### config.mk
export PLATFORM = sky130hd
export DESIGN_NAME = led_count_allocator
export DESIGN_NICKNAME = d
export VERILOG_FILES = /design/src/rtl/cchw_pkg.sv /design/src/rtl/restoring_divider.sv /design/src/rtl/led_count_allocator.sv
export SDC_FILE = /design/constraint.sdc
export NUM_CORES = 1
export LEC_CHECK = 0
export ABC_AREA = 1
export CAP_MARGIN = 30
export CORE_MARGIN = 10
export CORE_UTILIZATION = 35
export CTS_CLUSTER_DIAMETER = 80
export DETAILED_ROUTE_END_ITERATION = 8
export PLACE_DENSITY = 0.52
export SKIP_CTS_REPAIR_TIMING = 1
export SYNTH_ARGS = -nofsm -noshare
export SYNTH_HDL_FRONTEND = slang
export SYNTH_SLANG_ARGS = --single-unit
### constraint.sdc
create_clock -name clk -period 5.62 [get_ports clk]
set_input_delay 1.686 -clock clk [delete_from_list [all_inputs] [get_ports clk]]
set_output_delay 1.686 -clock clk [all_outputs]
set_load 0.05 [all_outputs]
### src/rtl/cchw_pkg.sv
// Shared note-source types for the chromatic LED pipeline.
// The amplitude is a W.D unsigned fixed-point value with W=6, D=10.
package CCHW;

    localparam int AMP_W = 16;
    localparam int POS_W = 8;

    typedef struct packed {
        logic [AMP_W-1:0] amplitude;
        logic [POS_W-1:0] position;
        logic             valid;
    } Note;

endpackage

### src/rtl/restoring_divider.sv
// Multi-cycle restoring divider that returns only the QW-bit quotient.
// Callers guarantee num < den * 2**QW, so only the low QW numerator bits need shifting.
module restoring_divider #(
    parameter int NUM_W = 22,
    parameter int DEN_W = 20,
    parameter int QW    = 6
) (
    input  logic             clk,
    input  logic             rst_n,
    input  logic             i_load,
    input  logic [NUM_W-1:0] i_num,
    input  logic [DEN_W-1:0] i_den,
    output logic             o_done,
    output logic [QW-1:0]    o_quot
);

    localparam int CW = (QW > 1) ? $clog2(QW) : 1;

    logic [DEN_W-1:0] r_rem;
    logic [DEN_W-1:0] r_den;
    logic [QW-1:0]    r_low;
    logic [QW-1:0]    r_q;
    logic [CW-1:0]    r_iter;
    logic             r_run;

    logic [DEN_W:0]   w_trial;
    logic             w_qbit;
    logic [DEN_W-1:0] w_rem_next;

    // A clear MSB in the trial means the shifted remainder covered the divisor.
    assign w_trial    = {r_rem, r_low[QW-1]} - {1'b0, r_den};
    assign w_qbit     = ~w_trial[DEN_W];
    assign w_rem_next = w_qbit ? w_trial[DEN_W-1:0] : {r_rem[DEN_W-2:0], r_low[QW-1]};

    // The final quotient bit is presented combinationally so the caller stores it on the last iteration edge.
    assign o_done = r_run && (r_iter == CW'(QW - 1));
    assign o_quot = {r_q[QW-2:0], w_qbit};

    always_ff @(posedge clk or negedge rst_n) begin
        if (!rst_n) begin
            r_rem  <= '0;
            r_den  <= '0;
            r_low  <= '0;
            r_q    <= '0;
            r_iter <= '0;
            r_run  <= 1'b0;
        end else if (i_load) begin
            // NOTE: non-blocking assignments keep every register reading pre-edge values, whatever the statement order.
            r_rem  <= DEN_W'(i_num[NUM_W-1:QW]);
            r_den  <= i_den;
            r_low  <= i_num[QW-1:0];
            r_q    <= '0;
            r_iter <= '0;
            r_run  <= 1'b1;
        end else if (r_run) begin
            r_rem  <= w_rem_next;
            r_low  <= r_low << 1;
            r_q    <= {r_q[QW-2:0], w_qbit};
            r_iter <= r_iter + CW'(1);
            if (o_done) begin
                r_run <= 1'b0;
            end
        end
    end

endmodule

### src/rtl/led_count_allocator.sv
// Splits LEDS across BIN_QTY note bins in proportion to amplitude; the rounding
// remainder goes to the loudest bin so every published frame sums to exactly LEDS.
module led_count_allocator
    import CCHW::*;
#(
    parameter int W       = 6,
    parameter int D       = 10,
    parameter int LEDS    = 50,
    parameter int BIN_QTY = 12
) (
    input  logic                                 clk,
    input  logic                                 rst,
    input  Note [BIN_QTY-1:0]                    notes,
    input  logic                                 start,
    output logic [BIN_QTY-1:0][$clog2(LEDS)-1:0] LEDCounts,
    output logic                                 data_v,
    output logic                                 busy
);

    localparam int AW = W + D;
    localparam int QW = $clog2(LEDS);
    localparam int SW = AW + $clog2(BIN_QTY);
    localparam int NW = AW + QW;
    localparam int IW = $clog2(BIN_QTY + 1);

    localparam logic [IW-1:0] LAST_BIN = IW'(BIN_QTY - 1);
    localparam logic [IW-1:0] SUM_DONE = IW'(BIN_QTY);

    // A power-of-two LEDS would let a single bin's quotient reach 2**QW and overflow.
    if ((LEDS & (LEDS - 1)) == 0) begin : g_bad_leds
        $error("led_count_allocator: LEDS must not be a power of two");
    end
    if (AW != AMP_W) begin : g_bad_amp_width
        $error("led_count_allocator: W+D must match the Note amplitude width");
    end

    typedef enum logic [1:0] {
        S_IDLE,
        S_SUM,
        S_DIV,
        S_FIXUP
    } state_t;

    state_t                     r_state;
    state_t                     w_next_state;

    logic [BIN_QTY-1:0][AW-1:0] r_amp;
    logic [BIN_QTY-1:0][QW-1:0] r_cnt;
    logic [BIN_QTY-1:0][QW-1:0] w_final;
    logic [SW-1:0]              r_sum;
    logic [QW-1:0]              r_alloc;
    logic [IW-1:0]              r_idx;
    logic [IW-1:0]              r_max_idx;
    logic                       r_load_pend;

    logic [IW-1:0]              w_div_idx;
    logic [NW-1:0]              w_num;
    logic                       w_div_load;
    logic                       w_div_done;
    logic [QW-1:0]              w_quot;
    logic                       w_unused_position;

    always_comb begin
        w_unused_position = 1'b0;
        for (int i = 0; i < BIN_QTY; i++) begin
            w_unused_position = w_unused_position ^ (^notes[i].position);
        end
    end

    // Bin 0 is loaded on the SUM decision edge; later bins load the cycle after the previous store.
    assign w_div_idx  = (r_state == S_SUM) ? '0 : r_idx;
    assign w_num      = NW'(r_amp[w_div_idx]) * NW'(LEDS);
    assign w_div_load = ((r_state == S_SUM) && (r_idx == SUM_DONE) && (r_sum != '0))
                     || ((r_state == S_DIV) && r_load_pend);

    restoring_divider #(
        .NUM_W (NW),
        .DEN_W (SW),
        .QW    (QW)
    ) u_div (
        .clk    (clk),
        .rst_n  (rst),
        .i_load (w_div_load),
        .i_num  (w_num),
        .i_den  (r_sum),
        .o_done (w_div_done),
        .o_quot (w_quot)
    );

    always_ff @(posedge clk or negedge rst) begin
        if (!rst) begin
            r_state <= S_IDLE;
        end else begin
            r_state <= w_next_state;
        end
    end

    always_comb begin
        // NOTE: the default first means every path assigns, so no latch is inferred.
        w_next_state = r_state;
        unique case (r_state)
            S_IDLE:  if (start) w_next_state = S_SUM;
            S_SUM:   if (r_idx == SUM_DONE) w_next_state = (r_sum != '0) ? S_DIV : S_FIXUP;
            S_DIV:   if (w_div_done && (r_idx == LAST_BIN)) w_next_state = S_FIXUP;
            S_FIXUP: w_next_state = S_IDLE;
            default: w_next_state = S_IDLE;
        endcase
    end

    always_comb begin
        busy = (r_state != S_IDLE);
    end

    always_comb begin
        w_final = r_cnt;
        if (r_sum != '0) begin
            w_final[r_max_idx] = r_cnt[r_max_idx] + (QW'(LEDS) - r_alloc);
        end
    end

    always_ff @(posedge clk or negedge rst) begin
        if (!rst) begin
            // NOTE: the amplitude and count arrays are flops, not RAM, so they are cleared by reset like any other state.
            r_amp       <= '0;
            r_cnt       <= '0;
            r_sum       <= '0;
            r_alloc     <= '0;
            r_idx       <= '0;
            r_max_idx   <= '0;
            r_load_pend <= 1'b0;
            LEDCounts   <= '0;
            data_v      <= 1'b0;
        end else begin
            data_v      <= 1'b0;
            r_load_pend <= 1'b0;
            unique case (r_state)
                S_IDLE: begin
                    if (start) begin
                        for (int i = 0; i < BIN_QTY; i++) begin
                            r_amp[i] <= notes[i].valid ? notes[i].amplitude : '0;
                        end
                        r_cnt     <= '0;
                        r_sum     <= '0;
                        r_alloc   <= '0;
                        r_idx     <= '0;
                        r_max_idx <= '0;
                    end
                end
                S_SUM: begin
                    if (r_idx != SUM_DONE) begin
                        r_sum <= r_sum + SW'(r_amp[r_idx]);
                        // Strict compare keeps the lowest index on ties.
                        if (r_amp[r_idx] > r_amp[r_max_idx]) begin
                            r_max_idx <= r_idx;
                        end
                        r_idx <= r_idx + IW'(1);
                    end else begin
                        r_idx <= '0;
                    end
                end
                S_DIV: begin
                    if (w_div_done) begin
                        r_cnt[r_idx] <= w_quot;
                        r_alloc      <= r_alloc + w_quot;
                        if (r_idx != LAST_BIN) begin
                            r_idx       <= r_idx + IW'(1);
                            r_load_pend <= 1'b1;
                        end
                    end
                end
                S_FIXUP: begin
                    LEDCounts <= w_final;
                    data_v    <= 1'b1;
                end
                default: ;
            endcase
        end
    end

endmodule

==> run_results.csv, run 1 <==
group,metric,value,unit
sta,max_freq,0.188,GHz
die,die-area,0.0893,mm²
sta,hold_viol_final,0,
global_routing,grt_pass1_vias,25800,
sta,clock_skew,0.0200,ns
worst_setup_path,crit_path_start_kind,"register",
worst_hold_path,hold_class,"register to register",
detailed_routing,drt-met1-wl,48400,µm
logic_synthesis,syn_area_per_cell,7.39,µm²
power_and_ir_drop,p_leak,15.5,nW
placed_design,dp_hpwl,81700,µm
clocking,htreeDepth,2,
clocking,cts_tree,"done",
detailed_routing,ant_nets,0,
worst_setup_path,required,6.17,ns
detailed_routing,vias,26600,
detailed_routing,wl_met2,49400,µm
die,core,0.0772,mm²
worst_setup_path,path_class,"register to register",
global_routing,grt_max_degree,108,
global_routing,overflow,0,
die,fp-row-count,102,
sta,relSlewSlack,37.5,%
worst_setup_path,cp_slowest_stage_delay,0.50,ns
worst_setup_path,cp_top_family,"adder cells",
logic_synthesis,syn-instance-count,3685,
worst_setup_path,crit_path_frequent_cell,"inv_1",
die,die_h,299,µm
sta,worstMarginPinSlew,0.931,ns
detailed_routing,wl_met3,6420,µm
sta,timing.final.crit_share,94.9,%
die,pin_count,377,
detailed_routing,firstDrtPassIters,6,
worst_setup_path,worst_path_max_delay_cell,"fa_1",
worst_setup_path,path_max_fanout,11,
placed_design,post-place-ws,0.452,ns
detailed_routing,viasPerCell,5.35,
global_routing,grt_pass1_wl,165000,µm
global_routing,antenna_found_initial,1,
worst_setup_path,cp.arrival,5.88,ns
clocking,cts.reportedPaths.clkPinSlew,0.06,ns
placed_design,post_dp_cell_area,0.0312,mm²
finish,design_area,0.0329,mm²
power_and_ir_drop,ir_drop,0.247,mV
detailed_routing,initialDrtViolationCount,2286,
logic_synthesis,async_reset_ff_share,100,%
clocking,insertion_delay,0.62,ns
die,start_util,35.3,%
clocking,cts_root_buffer,"clkbuf_16",
clocking,numCtsBuffers,52,
sta,whs,0.475,ns
sta,post-route-min-period,5.33,ns
run,maxCapViolations,0,
clocking,clock-sinks,428,
logic_synthesis,synth-seq-area-share,39.3,%
clocking,cts.path.max_buffers,3,
detailed_routing,drt-total-wl,108000,µm
worst_setup_path,critPathBufInv,10,
logic_synthesis,ys.flop_type,"dfrtp_1",
power_and_ir_drop,power.density,208,mW/mm²
detailed_routing,wire_per_inst,21.8,µm
sta,setup_viol,0,
sta,drv_slew,0,
worst_setup_path,end_kind,"register",
logic_synthesis,ys_ff_latch,428,
sta,setup_ws,0.289,ns
detailed_routing,top_layer,"met4",
detailed_routing,drc,0,
finish,antenna_cells,0,
placed_design,portBuffers,280,
outcome,status,"complete, no violations",
die,die_x,299,µm
logic_synthesis,synth_cell_types,61,
logic_synthesis,synth_warnings,0,
logic_synthesis,syn_nets,4131,
finish,drive_above_1_share,6.42,%
sta,setup_tns,0,ns
finish,syn2layout_area_growth,21.0,%
sta,rsz0062_at_grt,"false",
logic_synthesis,syn-cell-area,0.0272,mm²
placed_design,gp_congestion,1.00,
finish,final_nets,4330,
global_routing,grt_usage,23.6,%
logic_synthesis,synth-edff-count,0,
## synth_stat cells, types with 8 or more instances
| library cell | n | area [µm²] |
|---|---|---|
| nand2_1 | 893 | 3350 |
| o21ai_0 | 469 | 2350 |
| dfrtp_1 | 428 | 10700 |
| inv_1 | 414 | 1550 |
| nand3_1 | 239 | 1200 |
| a21oi_1 | 196 | 981 |
| nor2_1 | 188 | 706 |
| clkbuf_1 | 141 | 529 |
| ha_1 | 128 | 1600 |
| o22ai_1 | 114 | 713 |
| a22oi_1 | 76 | 571 |
| o211ai_1 | 70 | 526 |
| buf_2 | 45 | 225 |
| inv_2 | 22 | 82.6 |
| o221ai_1 | 22 | 193 |
| a221oi_1 | 20 | 175 |
| buf_1 | 19 | 71.3 |
| a21oi_2 | 17 | 149 |
| a211oi_1 | 16 | 120 |
| nand2_2 | 16 | 100 |
| xor2_1 | 16 | 140 |
| fa_1 | 15 | 300 |
| nor3_1 | 13 | 65.1 |
| o21ai_1 | 12 | 60.1 |
| nand4_1 | 9 | 56.3 |
| nand3_2 | 8 | 80.1 |
| nor2_2 | 8 | 50.1 |
## layout by cell type (no fill, tap or decap), drive strengths merged, types with 6 or more instances in the layout
| cell type | count |
|---|---|
| a211oi | 16 |
| a21oi | 213 |
| a221oi | 20 |
| a22oi | 76 |
| buf | 75 |
| clkbuf | 70 |
| clkdlybuf4s50 | 279 |
| clkinv | 18 |
| dfrtp | 428 |
| fa | 15 |
| ha | 128 |
| inv | 442 |
| nand2 | 913 |
| nand3 | 247 |
| nand3b | 6 |
| nand4 | 10 |
| nor2 | 197 |
| nor3 | 14 |
| o211ai | 70 |
| o21ai | 481 |
| o221ai | 22 |
| o22ai | 114 |
| xnor2 | 7 |
| xor2 | 16 |
## registers in the layout, summed over array words and instances (netlist names)
register,count
r_load_pend,1
r_state,2
u_div.r_run,1
u_div.r_den,20
LEDCounts,72
u_div.r_low,5
r_amp,192
u_div.r_q,5
u_div.r_iter,3
r_alloc,6
data_v,1
r_cnt,72
r_idx,4
u_div.r_rem,20
r_sum,20
r_max_idx,4
## routing by layer
metal,up-vias,global-route usage (%)
met4,0,8.70
met2,914,37.7
met1,12700,32.3
met3,179,3.09
li1,12800,-
met5,-,0
## final cells by class
type	count	area [µm²]
fill	8035	44300
multi-input combinational	2605	14000
sequential	428	10700
timing repair buffer	354	3500
inverter	443	1670
clock buffer	70	1450
tap	1040	1300
clock inverter	25	284
## final timing paths
kind                                           start                    endpoint  slack (ns)  cells after the start
min                        LEDCounts[62]$_DFFE_PN0P_   LEDCounts[62]$_DFFE_PN0P_        0.48                      2
min reg2reg                LEDCounts[62]$_DFFE_PN0P_   LEDCounts[62]$_DFFE_PN0P_        0.48                      2
max reg2reg                   r_state[1]$_DFFE_PN0P_  u_div.r_rem[7]$_DFFE_PN0P_        0.29                     28
max in group asynchronous                        rst       r_amp[27]$_DFFE_PN0P_        3.58                      2
max                           r_state[1]$_DFFE_PN0P_  u_div.r_rem[7]$_DFFE_PN0P_        0.29                     28
min in group asynchronous                        rst   LEDCounts[16]$_DFFE_PN0P_        1.10                      1
## power by group
| group | switching (mW) | internal, mW |
|---|---|---|
| Combinational | 0.129 | 0.140 |
| Clock | 1.48 | 2.01 |
| Sequential | 0 | 3.08 |
## worst min-delay path, delay by kind of cell (launching register included)
family | cells | cell delay [ns]
and+or+nand+nor | 2 | 0.10
DFF | 1 | 0.34
## stage by stage
stage               total power, mW  std cells  util [%]
floorplan                      3.17       3685         -
global placement               3.41       4869      40.4
detailed placement             3.41       4870      40.4
CTS                            6.91       4965      42.6
global route                   7.05       4965      42.6
finish                         6.84       4965      42.6
## kinds of logic (layout without fill, tap and decap cells)
logic type	count (synthesis)	count (layout)	share of synthesized area [%]
and+or+nand+nor	1400	1400	21.4
AOI/OAI and AO/OA	1039	1039	22.2
buffers and inverters	652	892	9.34
DFF	428	428	39.3
adders and majority gates	143	143	6.99
xor gates and xnor gates	23	23	0.740
Power figures use the tool's default switching activity.
==> inputs of run 2 (changes only) <==
- ABC_AREA: 1 -> default
- CAP_MARGIN: 30 -> default
- SKIP_CTS_REPAIR_TIMING: 1 -> default
==> run_results.csv, run 2 <==
group,metric,value,unit
outcome,status,"complete, no violations",
sta,setup_ws,0.200,ns
global_routing,overflow,0,
worst_setup_path,end_kind,"register",
worst_setup_path,path_class,"register to register",
finish,reg.largest.list,"r_amp: 192 flops, LEDCounts: 72 flops, r_cnt: 72 flops",
logic_synthesis,syn_nets,3336,
logic_synthesis,yosysMostFrequentCell,"nand2_1",
global_routing,grt_pass1_vias,23400,
die,start_util,35.2,%
sta,rsz0062_at_grt,"false",
clocking,cts_tree,"done",
logic_synthesis,ys.flop_type,"dfrtp_1",
power_and_ir_drop,switching_power,8.92,mW
detailed_routing,drc,0,
power_and_ir_drop,p_seq_share,26.9,%
logic_synthesis,syn-instance-count,2890,
detailed_routing,drt-total-wl,96400,µm
sta,hold_viol_final,0,
logic_synthesis,syn-cell-area,0.0267,mm²
sta,timing.final.crit_share,96.4,%
die,pin_count,377,
global_routing,grt_usage,21.8,%
worst_setup_path,required,6.13,ns
clocking,cts_hold_buffers,0,
finish,design_area,0.0328,mm²
detailed_routing,ant_nets,0,
clocking,htreeDepth,2,
logic_synthesis,synth-seq-area-share,40.1,%
finish,final_nets,3576,
power_and_ir_drop,comb_power_share,55.0,%
finish,stdcell_count,4149,
finish,final_cell_mix,"nand2_1 (598), dfrtp_1 (423), clkdlybuf4s50_1 (279)",
placed_design,dp_hpwl,74000,µm
global_routing,grt_max_degree,122,
detailed_routing,viasPerCell,5.53,
clocking,insertion_delay,0.63,ns
power_and_ir_drop,power.density,593,mW/mm²
placed_design,post-place-ws,0.0609,ns
sta,setup_tns,0,ns
sta,post-route-min-period,5.42,ns
power_and_ir_drop,p_int,10.5,mW
logic_synthesis,ys_ff_latch,428,
logic_synthesis,async_reset_ff_share,100,%
finish,final_common_cell,"nand2_1",
clocking,cts_root_buffer,"clkbuf_16",
logic_synthesis,synth_common_cells,"nand2_1 (601), dfrtp_1 (428), nand3_1 (211)",
worst_setup_path,cp.arrival,5.93,ns
clocking,numCtsBuffers,51,
placed_design,dp.cells,4053,
worst_setup_path,crit_path_start_kind,"register",
detailed_routing,firstDrtPassIters,8,
logic_synthesis,synth_area_leaders,"dfrtp_1 (40%), mux4_2 (9.0%), nand2_1 (8.5%), ha_1 (6.0%), mux2i_1 (5.0%)",
logic_synthesis,synth_warnings,0,
clocking,clock-sinks,428,
worst_hold_path,hold_class,"register to register",
power_and_ir_drop,p_leak,15.0,nW
logic_synthesis,synth_area_leader_cell,"dfrtp_1",
die,die_h,296,µm
worst_setup_path,path_max_fanout,37,
global_routing,antenna_found_initial,0,
power_and_ir_drop,sw_frac_of_total,45.8,%
placed_design,gp_congestion,0.978,
power_and_ir_drop,ir_drop,0.550,mV
placed_design,post_dp_cell_area,0.0309,mm²
sta,relSlewSlack,13.7,%
finish,syn2layout_area_growth,22.9,%
sta,max_freq,0.185,GHz
run,maxCapViolations,0,
die,die_x,296,µm
die,core,0.0757,mm²
logic_synthesis,synth_cell_types,76,
sta,drv_slew,0,
sta,clock_skew,0.0269,ns
detailed_routing,initialDrtViolationCount,1770,
die,die-area,0.0877,mm²
finish,largest-register,"r_amp",
logic_synthesis,synth_top_cell_area_share,40.1,%
detailed_routing,vias,22900,
global_routing,grt_pass1_wl,147000,µm
finish,drive_above_1_share,11.8,%
logic_synthesis,syn_area_per_cell,9.23,µm²
finish,fillers,7264,
die,fp-row-count,101,
placed_design,portBuffers,280,
clocking,cts.reportedPaths.clkPinSlew,0.06,ns
finish,largest_reg_flops,192,
power_and_ir_drop,pwr-share-clk,18.1,%
logic_synthesis,synth-edff-count,0,
finish,fin_util,43.3,%
sta,worstMarginPinSlew,1.28,ns
clocking,cts.path.max_buffers,3,
detailed_routing,wire_per_inst,23.2,µm
sta,setup_viol,0,
[run 2: path summary, 6_finish.rpt]
check	slack, ns	depth (start not counted)	endpoint	from
max	0.20	21	u_div.r_rem[14]$_DFFE_PN0P_	r_idx[0]$_DFFE_PN0P_
min	0.49	2	u_div.r_den[16]$_DFFE_PN0N_	u_div.r_den[16]$_DFFE_PN0N_
min reg2reg	0.49	2	u_div.r_den[16]$_DFFE_PN0N_	u_div.r_den[16]$_DFFE_PN0N_
max reg2reg	0.20	21	u_div.r_rem[14]$_DFFE_PN0P_	r_idx[0]$_DFFE_PN0P_
max in group asynchronous	3.35	2	r_cnt[35]$_DFFE_PN0P_	rst
min in group asynchronous	1.02	1	u_div.r_den[18]$_DFFE_PN0N_	rst
[run 2: critical path: stages (launching register included)]
cell,delay [ns]
dfrtp_4,0.49
buf_12,0.27
buf_4,0.36
mux4_2,0.37
a21boi_0,0.28
a211oi_1,0.08
o22ai_1,0.28
buf_4,0.22
inv_1,0.08
ha_1,0.30
ha_1,0.27
inv_1,0.05
fa_1,0.49
inv_1,0.04
ha_1,0.31
and3_1,0.20
a21oi_1,0.11
o21ai_1,0.10
o31a_1,0.28
o21a_1,0.18
or3_1,0.30
a31o_1,0.22
[run 2: logic make-up (layout without fill, tap and decap cells)]
kind of cell	count (synthesis)	after routing	synth area share [%]
xor+xnor	49	49	1.61
other cells	0	1	0
mux	268	268	15.2
flops	428	428	40.1
buf+inv	303	583	4.36
compound gates	576	576	13.7
fa+ha+maj	143	143	7.13
simple gates	1123	1123	17.9
[run 2: area by class of cell]
class | count | area, µm² | area share, %
Timing Repair Buffer | 383 | 3690 | 11.3
Multi-Input combinational cell | 2159 | 14900 | 45.6
Sequential cell | 428 | 10700 | 32.7
Tap cell | 978 | 1220 | 3.73
Clock inverter | 23 | 338 | 1.03
Inverter | 107 | 402 | 1.22
Clock buffer | 70 | 1470 | 4.48
Antenna cell | 1 | 2.50 | 0.00763
[run 2: what timing repair did]
action,CTS,global route
pin swaps,0,3
gates resized for setup,1,21
buffers inserted,0,1
setup endpoints to repair,1,4
cloned,0,1
[run 2: metal layers]
metal	global-route usage [%]	up-vias	wire, µm
met4	7.27	0	3460
met1	26.8	11400	39200
li1	-	10700	-
met5	0	-	0
met2	38.7	658	49200
met3	2.90	165	4530
[run 2: power by group through the flow]
stage                     Sequential (mW)  Clock, mW  Combinational [mW]
after floorplan                      5.44          0                6.35
after global placement               5.22          0                10.4
after detailed placement             5.28          0                10.5
after CTS                            5.22       3.60                10.6
after global routing                 5.34       3.73                11.8
final                                5.23       3.52                10.7
[run 2: per-stage QoR]
step           hold slack, ns  total power [mW]
6_report                0.485              19.5
5_1_grt                 0.515              20.9
4_1_cts                 0.485              19.4
3_5_place_dp            0.465              15.8
3_3_place_gp            0.458              15.6
2_1_floorplan           0.443              11.8
==> inputs of run 3 (changes only) <==
- CAP_MARGIN: default -> 30
==> run_results.csv, run 3 (synthesized netlist as in run 2, its figures left out) <==
group,metric,value,unit
finish,reg.largest.list,"r_amp: 192 flops, LEDCounts: 72 flops, r_cnt: 72 flops",
clocking,cts_tree,"done",
detailed_routing,drc,0,
worst_setup_path,crit_path_start_kind,"register",
clocking,numCtsBuffers,52,
global_routing,grt_pass1_wl,146000,µm
worst_setup_path,cp.arrival,5.93,ns
sta,max_freq,0.184,GHz
sta,worstMarginPinSlew,1.01,ns
die,fp-row-count,101,
placed_design,portBuffers,280,
detailed_routing,vias,23100,
finish,syn2layout_area_growth,23.0,%
global_routing,grt_usage,21.6,%
global_routing,grt_max_degree,122,
worst_setup_path,critPathBufInv,6,
worst_setup_path,worst_path_max_delay_cell,"fa_1",
clocking,clock-sinks,428,
clocking,htreeDepth,2,
worst_setup_path,cp_top_family,"compound AO/OA/AOI/OAI gates",
die,core,0.0757,mm²
placed_design,gp_congestion,0.978,
global_routing,grt_pass1_vias,23300,
sta,setup_viol,0,
clocking,cts_root_buffer,"clkbuf_16",
power_and_ir_drop,ir_drop,0.434,mV
power_and_ir_drop,p_leak,15.0,nW
worst_setup_path,cp_slowest_stage_delay,0.50,ns
detailed_routing,wl_met2,49300,µm
worst_setup_path,path_class,"register to register",
die,die_x,296,µm
worst_setup_path,end_kind,"register",
detailed_routing,firstDrtPassIters,5,
worst_setup_path,path_max_fanout,37,
worst_setup_path,crit_chain,"buf_12 -> buf_4 -> mux4_2 -> a21boi_0 -> a211oi_1 -> o22ai_1 -> buf_4 -> inv_1 -> ha_1 -> ha_1 -> inv_1 -> fa_1 -> inv_1 -> ha_1 -> and3_1 -> a21oi_1 -> o21ai_2 -> o31a_1 -> o21a_1 -> or3_1 -> a31o_1",
finish,drive_above_1_share,11.8,%
worst_setup_path,required,6.13,ns
die,die-area,0.0877,mm²
detailed_routing,wl_met3,4410,µm
finish,design_area,0.0328,mm²
detailed_routing,initialDrtViolationCount,1978,
die,start_util,35.2,%
clocking,insertion_delay,0.63,ns
finish,final_cell_mix,"nand2_1 (598), dfrtp_1 (423), clkdlybuf4s50_1 (279)",
global_routing,antenna_found_initial,0,
clocking,cts.path.max_buffers,3,
finish,largest-register,"r_amp",
sta,timing.final.crit_share,96.5,%
clocking,cts.reportedPaths.clkPinSlew,0.06,ns
sta,relSlewSlack,32.4,%
die,pin_count,377,
die,die_h,296,µm
clocking,cts_hold_buffers,0,
sta,drv_slew,0,
finish,final_common_cell,"nand2_1",
detailed_routing,drt-total-wl,96400,µm
sta,hold_viol_final,0,
detailed_routing,ant_nets,0,
worst_hold_path,hold_class,"register to register",
placed_design,dp_hpwl,74000,µm
run,maxCapViolations,0,
outcome,status,"complete, no violations",
sta,post-route-min-period,5.42,ns
power_and_ir_drop,power.total,19.4,mW
finish,final_nets,3582,
placed_design,post_dp_cell_area,0.0309,mm²
detailed_routing,viasPerCell,5.55,
finish,largest_reg_flops,192,
sta,clock_skew,0.0340,ns
power_and_ir_drop,power.density,592,mW/mm²
detailed_routing,wire_per_inst,23.2,µm
detailed_routing,top_layer,"met4",
detailed_routing,drt-met1-wl,39000,µm
global_routing,overflow,0,
[run 3: cell type report]
class,count,area [µm²]
timing repair buffer,388,3750
antenna,1,2.50
sequential,428,10700
multi-input combinational,2159,14900
tap,978,1220
clock inverter,25,298
fill,7322,42900
clock buffer,72,1470
inverter,107,402
[run 3: power breakdown]
part           internal [mW]  switching [mW]
Combinational           4.44            6.30
Sequential              4.03            1.21
Clock                   1.95            1.47
Total                   10.4            8.98
[run 3: metrics by stage]
step,worst slack (ns),utilization (%),hold slack [ns],std cells,setup TNS [ns]
after floorplan,0.0877,-,0.443,2890,0
after global placement,0.0929,40.8,0.458,4053,0
after detailed placement,0.0956,40.8,0.465,4055,0
after CTS,0.0251,43.1,0.478,4152,0
after global routing,-0.0155,43.3,0.522,4157,-0.0281
final,0.198,43.3,0.471,4158,0
[run 3: final timing paths]
| path | end | slack [ns] | depth (start not counted) | startpoint |
|---|---|---|---|---|
| setup / recovery | u_div.r_rem[14]$_DFFE_PN0P_ | 0.20 | 21 | r_idx[0]$_DFFE_PN0P_ |
| hold / removal | u_div.r_den[0]$_DFFE_PN0N_ | 0.47 | 2 | u_div.r_den[0]$_DFFE_PN0N_ |
| setup reg to reg | u_div.r_rem[14]$_DFFE_PN0P_ | 0.20 | 21 | r_idx[0]$_DFFE_PN0P_ |
| hold reg to reg | u_div.r_den[0]$_DFFE_PN0N_ | 0.47 | 2 | u_div.r_den[0]$_DFFE_PN0N_ |
| max in group asynchronous | r_amp[189]$_DFFE_PN0P_ | 3.34 | 2 | rst |
| min in group asynchronous | u_div.r_den[18]$_DFFE_PN0N_ | 1.06 | 1 | rst |
[run 3: repair_timing]
action,4_1_cts,5_1_grt
pin swaps,0,5
endpoints found under the setup margin,1,5
gates cloned,0,1
gates resized for setup,1,20
buffers inserted,0,3
[run 3: worst min-delay path, stage by stage (launching register included)]
cell and delay, ns:
dfrtp_1 0.34, nand2_1 0.05, nand2_1 0.05
[run 3: metal layers]
| layer | up-vias | GRT usage (%) |
|---|---|---|
| met5 | - | 0 |
| met4 | 0 | 7.87 |
| met3 | 170 | 2.55 |
| met2 | 733 | 38.4 |
| met1 | 11500 | 26.7 |
| li1 | 10700 | - |
